--- config.mk ---
export PLATFORM = sky130hd
export DESIGN_NAME = mips_regfile_dump
export DESIGN_NICKNAME = d
export VERILOG_FILES = /design/src/rtl/mips_pkg.sv /design/src/rtl/mips_regfile_dump.sv
export SDC_FILE = /design/constraint.sdc
export NUM_CORES = 1
export LEC_CHECK = 0
export ABC_AREA = 1
export CORE_MARGIN = 2
export CORE_UTILIZATION = 45
export CTS_BUF_LIST = sky130_fd_sc_hd__clkbuf_2
export DETAILED_ROUTE_END_ITERATION = 8
export PLACE_DENSITY = 0.85
export SYNTH_ARGS = -nofsm -noshare
export SYNTH_HDL_FRONTEND = slang
export SYNTH_SLANG_ARGS = --single-unit
--- constraint.sdc ---
create_clock -name clk -period 1.6 [get_ports clk]
set_input_delay 0.32 -clock clk [delete_from_list [all_inputs] [get_ports clk]]
set_output_delay 0.32 -clock clk [all_outputs]
set_load 0.01 [all_outputs]
--- src/rtl/mips_pkg.sv ---
// Shared MIPS register-file constants and the
// state encoding of the register-file dump walker.
package mips_pkg;

  localparam int REG_ADDR_W = 5;
  localparam int REG_DATA_W = 32;

  typedef enum logic [1:0] {
    IDLE  = 2'd0,
    FETCH = 2'd1,
    HOLD  = 2'd2,
    DONE  = 2'd3
  } dump_state_t;

endpackage

--- src/rtl/mips_regfile_dump.sv ---
// Walks the register file through one read port and streams
// (index, data) words out, accumulating an XOR checksum.
module mips_regfile_dump
  import mips_pkg::*;
#(
  parameter int NUM_REGS  = 32,
  parameter int ADDR_W    = REG_ADDR_W,
  parameter int DATA_W    = REG_DATA_W,
  parameter int SKIP_ZERO = 0
) (
  input  logic              clk,
  input  logic              rst_n,
  input  logic              start,
  input  logic              abort,
  output logic [ADDR_W-1:0] rd_addr,
  input  logic [DATA_W-1:0] rd_data,
  output logic              out_valid,
  input  logic              out_ready,
  output logic [ADDR_W-1:0] out_addr,
  output logic [DATA_W-1:0] out_data,
  output logic              busy,
  output logic              done,
  output logic [DATA_W-1:0] checksum
);

  localparam logic [ADDR_W-1:0] LAST =
    ADDR_W'(NUM_REGS - 1);
  localparam logic [ADDR_W-1:0] FIRST =
    (SKIP_ZERO != 0) ? ADDR_W'(1) : '0;

  dump_state_t       state_q, state_d;
  logic [ADDR_W-1:0] idx_q, idx_d;
  logic              valid_q, valid_d;
  logic [ADDR_W-1:0] addr_q, addr_d;
  logic [DATA_W-1:0] data_q, data_d;
  logic [DATA_W-1:0] cs_q, cs_d;
  logic              hs;

  assign hs        = valid_q && out_ready;
  assign out_valid = valid_q;
  assign out_addr  = addr_q;
  assign out_data  = data_q;
  assign checksum  = cs_q;

  always_comb begin
    state_d = state_q;
    idx_d   = idx_q;
    valid_d = valid_q;
    addr_d  = addr_q;
    data_d  = data_q;
    cs_d    = cs_q;
    rd_addr = '0;
    busy    = 1'b0;
    done    = 1'b0;
    unique case (state_q)
      IDLE: begin
        if (start) begin
          idx_d   = FIRST;
          cs_d    = '0;
          state_d = FETCH;
        end
      end
      FETCH: begin
        rd_addr = idx_q;
        busy    = 1'b1;
        if (abort) begin
          valid_d = 1'b0;
          state_d = IDLE;
        end else begin
          data_d  = rd_data;
          addr_d  = idx_q;
          valid_d = 1'b1;
          state_d = HOLD;
        end
      end
      HOLD: begin
        rd_addr = idx_q;
        busy    = 1'b1;
        // abort beats a same-cycle handshake
        if (abort) begin
          valid_d = 1'b0;
          state_d = IDLE;
        end else if (hs) begin
          cs_d    = cs_q ^ data_q;
          valid_d = 1'b0;
          if (idx_q == LAST) begin
            state_d = DONE;
          end else begin
            idx_d   = idx_q + ADDR_W'(1);
            state_d = FETCH;
          end
        end
      end
      DONE: begin
        done    = 1'b1;
        state_d = IDLE;
      end
      default: state_d = IDLE;
    endcase
  end

  always_ff @(posedge clk or negedge rst_n) begin
    if (!rst_n) begin
      state_q <= IDLE;
      idx_q   <= '0;
      valid_q <= 1'b0;
      addr_q  <= '0;
      data_q  <= '0;
      cs_q    <= '0;
    end else begin
      state_q <= state_d;
      idx_q   <= idx_d;
      valid_q <= valid_d;
      addr_q  <= addr_d;
      data_q  <= data_d;
      cs_q    <= cs_d;
    end
  end

endmodule

== Word-level counts from Yosys, hierarchy flattened ==
Index checks and enable logic that the tools add are counted.

* $add $sub $neg: 1
* Eq/ne operators: 9
* Multiplexer cells: 22
* Bitwise operators: 2
* Reduce and logical (&&, ||, !) cells: 10

{| class="wikitable"
|+ Operator list
! kind !! number
|-
| $mux W32 || 3
|-
| $pmux W32 S2 || 1
|-
| $xor A32 B32 Y32 || 1
|-
| $mux W5 || 5
|-
| $mux W2 || 5
|-
| $pmux W5 S2 || 1
|-
| $ne A2 B2 Y1 const B || 4
|-
| $pmux W2 S4 || 1
|-
| $reduce_and A2 Y1 || 3
|-
| $add A5 B1 Y5 const B || 1
|-
| $eq A5 B5 Y1 const B || 1
|-
| $mux W1 || 5
|-
| $reduce_and A5 Y1 || 1
|-
| $eq A2 B2 Y1 const B || 2
|-
| $reduce_and A4 Y1 || 1
|-
| $reduce_bool A2 Y1 || 2
|-
| $ne A3 B3 Y1 const B || 1
|-
| $eq A2 B1 Y1 const B || 1
|-
| $logic_not A2 Y1 || 1
|-
| $pmux W1 S2 || 1
|-
| $reduce_or A2 Y1 || 1
|-
| $logic_and A1 B1 Y1 || 1
|-
| $not A1 Y1 || 1
|}

* Output and inout port bits: 77
* Register bits after elaboration: 77

== Logic depth before layout (Yosys ltp) ==
* Word-level depth: 5
* Gate-level depth with buffers: 11
* Depth with buffers taken out: 9

== Least setup slack after synthesis ==
OpenSTA, ideal clock, no wires.

* Kind: reg-to-reg
* Start: register idx_q[0]
* End: register idx_q[0]
* Buffers on the path: 0
* Stages on the path, launching flop included: 9
* Clock period less this slack: 1.460 ns
* Required time: 1.473 ns
* Data arrival time: 1.332 ns
* Slack: 0.140 ns
* Path through: dfrtp_1 -> ha_1 -> nand2_1 -> nor2_1 -> ha_1 -> nand2_1 -> nand3_1 -> nand2_1 -> o21ai_1

* Longest elaborated chain between the ends: 5
* Elaborated cells on any way between the ends: 8
* Those cells by class: add/sub: 1; eq/ne: 2; mux: 4; reduce/logical: 1

{| class="wikitable"
|+ RTL lines
! element !! RTL line !! source
|-
| from (decl) || mips_regfile_dump.sv:32 || <nowiki>logic [ADDR_W-1:0] idx_q, idx_d;</nowiki>
|-
| from (signal assigned) || mips_regfile_dump.sv:112 || <nowiki>idx_q <= idx_d;</nowiki>
|-
| $add A5 B1 Y5 || mips_regfile_dump.sv:89 || <nowiki>idx_d = idx_q + ADDR_W'(1);</nowiki>
|-
| $mux W5 || mips_regfile_dump.sv:86 || <nowiki>if (idx_q == LAST) begin</nowiki>
|-
| $mux W5 || mips_regfile_dump.sv:83 || <nowiki>end else if (hs) begin</nowiki>
|-
| $mux W5 || mips_regfile_dump.sv:80 || <nowiki>if (abort) begin</nowiki>
|-
| $pmux W5 S2 || mips_regfile_dump.sv:55 || <nowiki>unique case (state_q)</nowiki>
|}

Parallel ways exist; a longest one is shown, timed or not. The select of a mux whose other input is x is not followed.
A chain may end at the register's enable or synchronous reset.

== Worst setup path in the final report ==
* Start: register state_q[0]
* End: output port rd_addr[1]

* Longest elaborated chain between the ends: 3
* Elaborated cells on any way between the ends: 4
* Those cells by class: eq/ne: 2; mux: 1; reduce/logical: 1

{| class="wikitable"
|+ RTL lines
! element !! RTL line !! source
|-
| from (decl) || mips_regfile_dump.sv:31 || <nowiki>dump_state_t state_q, state_d;</nowiki>
|-
| from (signal assigned) || mips_regfile_dump.sv:111 || <nowiki>state_q <= state_d;</nowiki>
|-
| $eq A2 B2 Y1 or $eq A2 B1 Y1 (tied branches) || mips_regfile_dump.sv:55 ||
|-
| $reduce_or A2 Y1 (no source line) * || -- ||
|-
| $mux W5 * || mips_regfile_dump.sv:55 ||
|-
| to (decl) || mips_regfile_dump.sv:15 || <nowiki>output logic [ADDR_W-1:0] rd_addr,</nowiki>
|}

Every way passes the cells marked *; elsewhere a longest branch is shown, timed or not.

==> reports/summary.txt <==
die width: 93.44 µm
Starting Density: 0.4658
Cell Pwr Density: 2025 nW/µm²
Final WS setup: -0.2851 ns
Max-Cap Viols: 0
Die Footprint: 8731 µm²
Post-Syn Instances: 367
post-synth top area cell: dfrtp_1
number of iterations in the first detailed-routing pass: 4
Worst Skew: 0.03116 ns
grt ovf: 0
Syn-to-layout area delta: 64.76%
Cell variety after synth: 23
f_max: 530.5 MHz
dpl hpwl: 5823 µm
minimum clock period: 1.885 ns
unrepaired setup endpoints after global routing: true
starting DRC count in detailed routing: 107
vias per cell: 4.809
mapped cell area: 3600 µm²
Remaining DRCs: 0
GRT Util Overall: 0.2149
Final nets: 632
Lkg Pwr: 3.045 nW
Core ar.: 7727 µm²
vias in the first global route: 3111
failing checks: setup timing
Total Wirelength: 10660 µm
max-slew violations: 0
Yosys warning count: 0
Critical Path End Type: output pin
total number of vias: 3347
clock sinks: 77
Final setup viols: 46
Fin Hold WS: 0.1619 ns
Worst-path clk slew: 0.24 ns
Worst-Skew Late Latency: 0.54 ns
relative slew slack: 0.7934
Tcrit/Tclk final: 1.178
share of cells above drive strength 1: 0.3552
Worst Setup Start Kind: flip-flop
status: complete, but fails checks
cts bufs inserted: 9
top cells by area in the synthesized netlist: dfrtp_1 (54%), nand2_1 (13%), mux2_2 (9.4%), xnor2_1 (7.8%), nor2_1 (3.8%)
syn nets: 410
Avg Inst Size Synth: 9.808 µm²
initial antenna violation count: 0
Inserted Diodes: 0
# H-tree levels: 3
post-synthesis sequential area ratio: 0.5353
CP required: 1.28 ns
post-route ant nets: 0
Avg WL per Cell: 15.31 µm
CP Max Fanout: 8
share of the synthesized area in the top cell type: 0.5353
synthesis-stage register bit count: 77
Worst Tran Pin Value: 0.3099 ns
Root Buffer: clkbuf_2
min-delay worst type: input port to async pin
placed instance area: 4925 µm²
commonest non-fill, non-tap cell in the layout: nand2_1
largest net degree at the start of global routing: 38
Port Buf Inserts: 113
Finished Cell Area: 5931 µm²
most frequent cells in the layout: nand2_1 (116), buf_4 (101), dfrtp_1 (77)
critical path class: flip-flop to output pin
TritonCTS clock tree: built
Rows: 32
placer congestion estimate: 0.8674
I/O pin total: 114
clk buf depth: 2
peak supply drop: 0.001289 V
Fin. Hold Viols: 0
Die H: 93.44 µm
first-pass GRT wire length: 14720 µm
Worst EP arrival: 1.57 ns
==> sequential cells by signal, indices dropped and copies added (netlist names) <==
register,count
out_valid,1
checksum,32
state_q,2
idx_q,5
out_data,32
out_addr,5
==> per-stage QoR <==
stage / cells / power, mW / utilization / setup TNS (ns) / setup slack, ns
floorplan: 367 / 6.264 / - / 0 / 0.1404
global placement: 584 / 8.413 / 0.6373 / -8.096 / -0.1715
detailed placement: 584 / 8.610 / 0.6373 / -12.49 / -0.2616
CTS: 664 / 10.43 / 0.7124 / -1.660 / -0.2729
global route: 696 / 12.72 / 0.7675 / -5.688 / -0.3549
finish: 696 / 12.01 / 0.7675 / -2.646 / -0.2851
==> area by class of cell <==
class,count,area [µm²]
sequential,77,1927
tap,102,127.6
clock inverter,7,90.09
multi-input combinational,259,1649
timing repair buffer,224,1987
clock buffer,9,45.04
timing repair inverter,2,25.02
fill,490,1797
inverter,16,80.08
==> metal layers <==
metal | track usage | share of wire | wire [µm]
met1 | 0.2680 | 0.40 | 4291
met2 | 0.3663 | 0.52 | 5575
met3 | 0.04593 | 0.057 | 610
met4 | 0.08088 | 0.017 | 178
met5 | 0 | 0 | 0
==> path summary, 6_finish.rpt <==
path / end / from / slack (ns) / depth (start not counted)
min in group clk: out_data[1] / rd_data[1] / 0.35 / 2
max in group asynchronous: checksum[10] / rst_n / 0.84 / 3
max reg2reg: checksum[6] / state_q[0] / -0.05 / 10
min: out_data[9] / rst_n / 0.16 / 2
min reg2reg: out_addr[2] / out_addr[2] / 0.53 / 1
max: rd_addr[1] / state_q[0] / -0.29 / 5
==> Yosys cell counts <==
master and number:
a21oi_1 3, buf_2 2, buf_4 6, buf_6 4, clkbuf_1 3, dfrtp_1 77
ha_1 6, inv_1 13, inv_2 1, inv_4 1, inv_8 1, mux2_1 5
mux2_2 30, nand2_1 128, nand2_2 2, nand2_4 1, nand3_1 7, nand4_1 1
nor2_1 36, nor2_4 1, o21ai_0 3, o21ai_1 4, xnor2_1 32
==> power breakdown <==
part	internal [mW]	switching, mW
clock	0.509	0.715
combinational	4.15	3.50
sequential	2.70	0.447
==> critical path, stage by stage, from the launching register on <==
cell     delay [ns]
dfrtp_1        0.43
inv_2          0.07
ha_4           0.33
nand2_2        0.06
inv_1          0.04
buf_2          0.12
==> cell families after synthesis <==
logic type | count (synthesis) | share of synthesized area
adders and majority gates | 6 | 0.02085
buffers and inverters | 31 | 0.05040
xor gates and xnor gates | 32 | 0.07786
and+or+nand+nor | 176 | 0.1922
muxes | 35 | 0.1095
DFF | 77 | 0.5353
AOI/OAI and AO/OA | 10 | 0.01390
==> timing repair <==
action | 4_1_cts | 5_1_grt
setup endpoints to repair | 114 | 105
pin swaps | 2 | 10
gates resized for setup | 132 | 97
hold buffers | 1 | 0
endpoints found under the hold margin | 64 | 0
setup buffers | 64 | 30
cloned | 0 | 5
(Power assumes the default switching activity.)
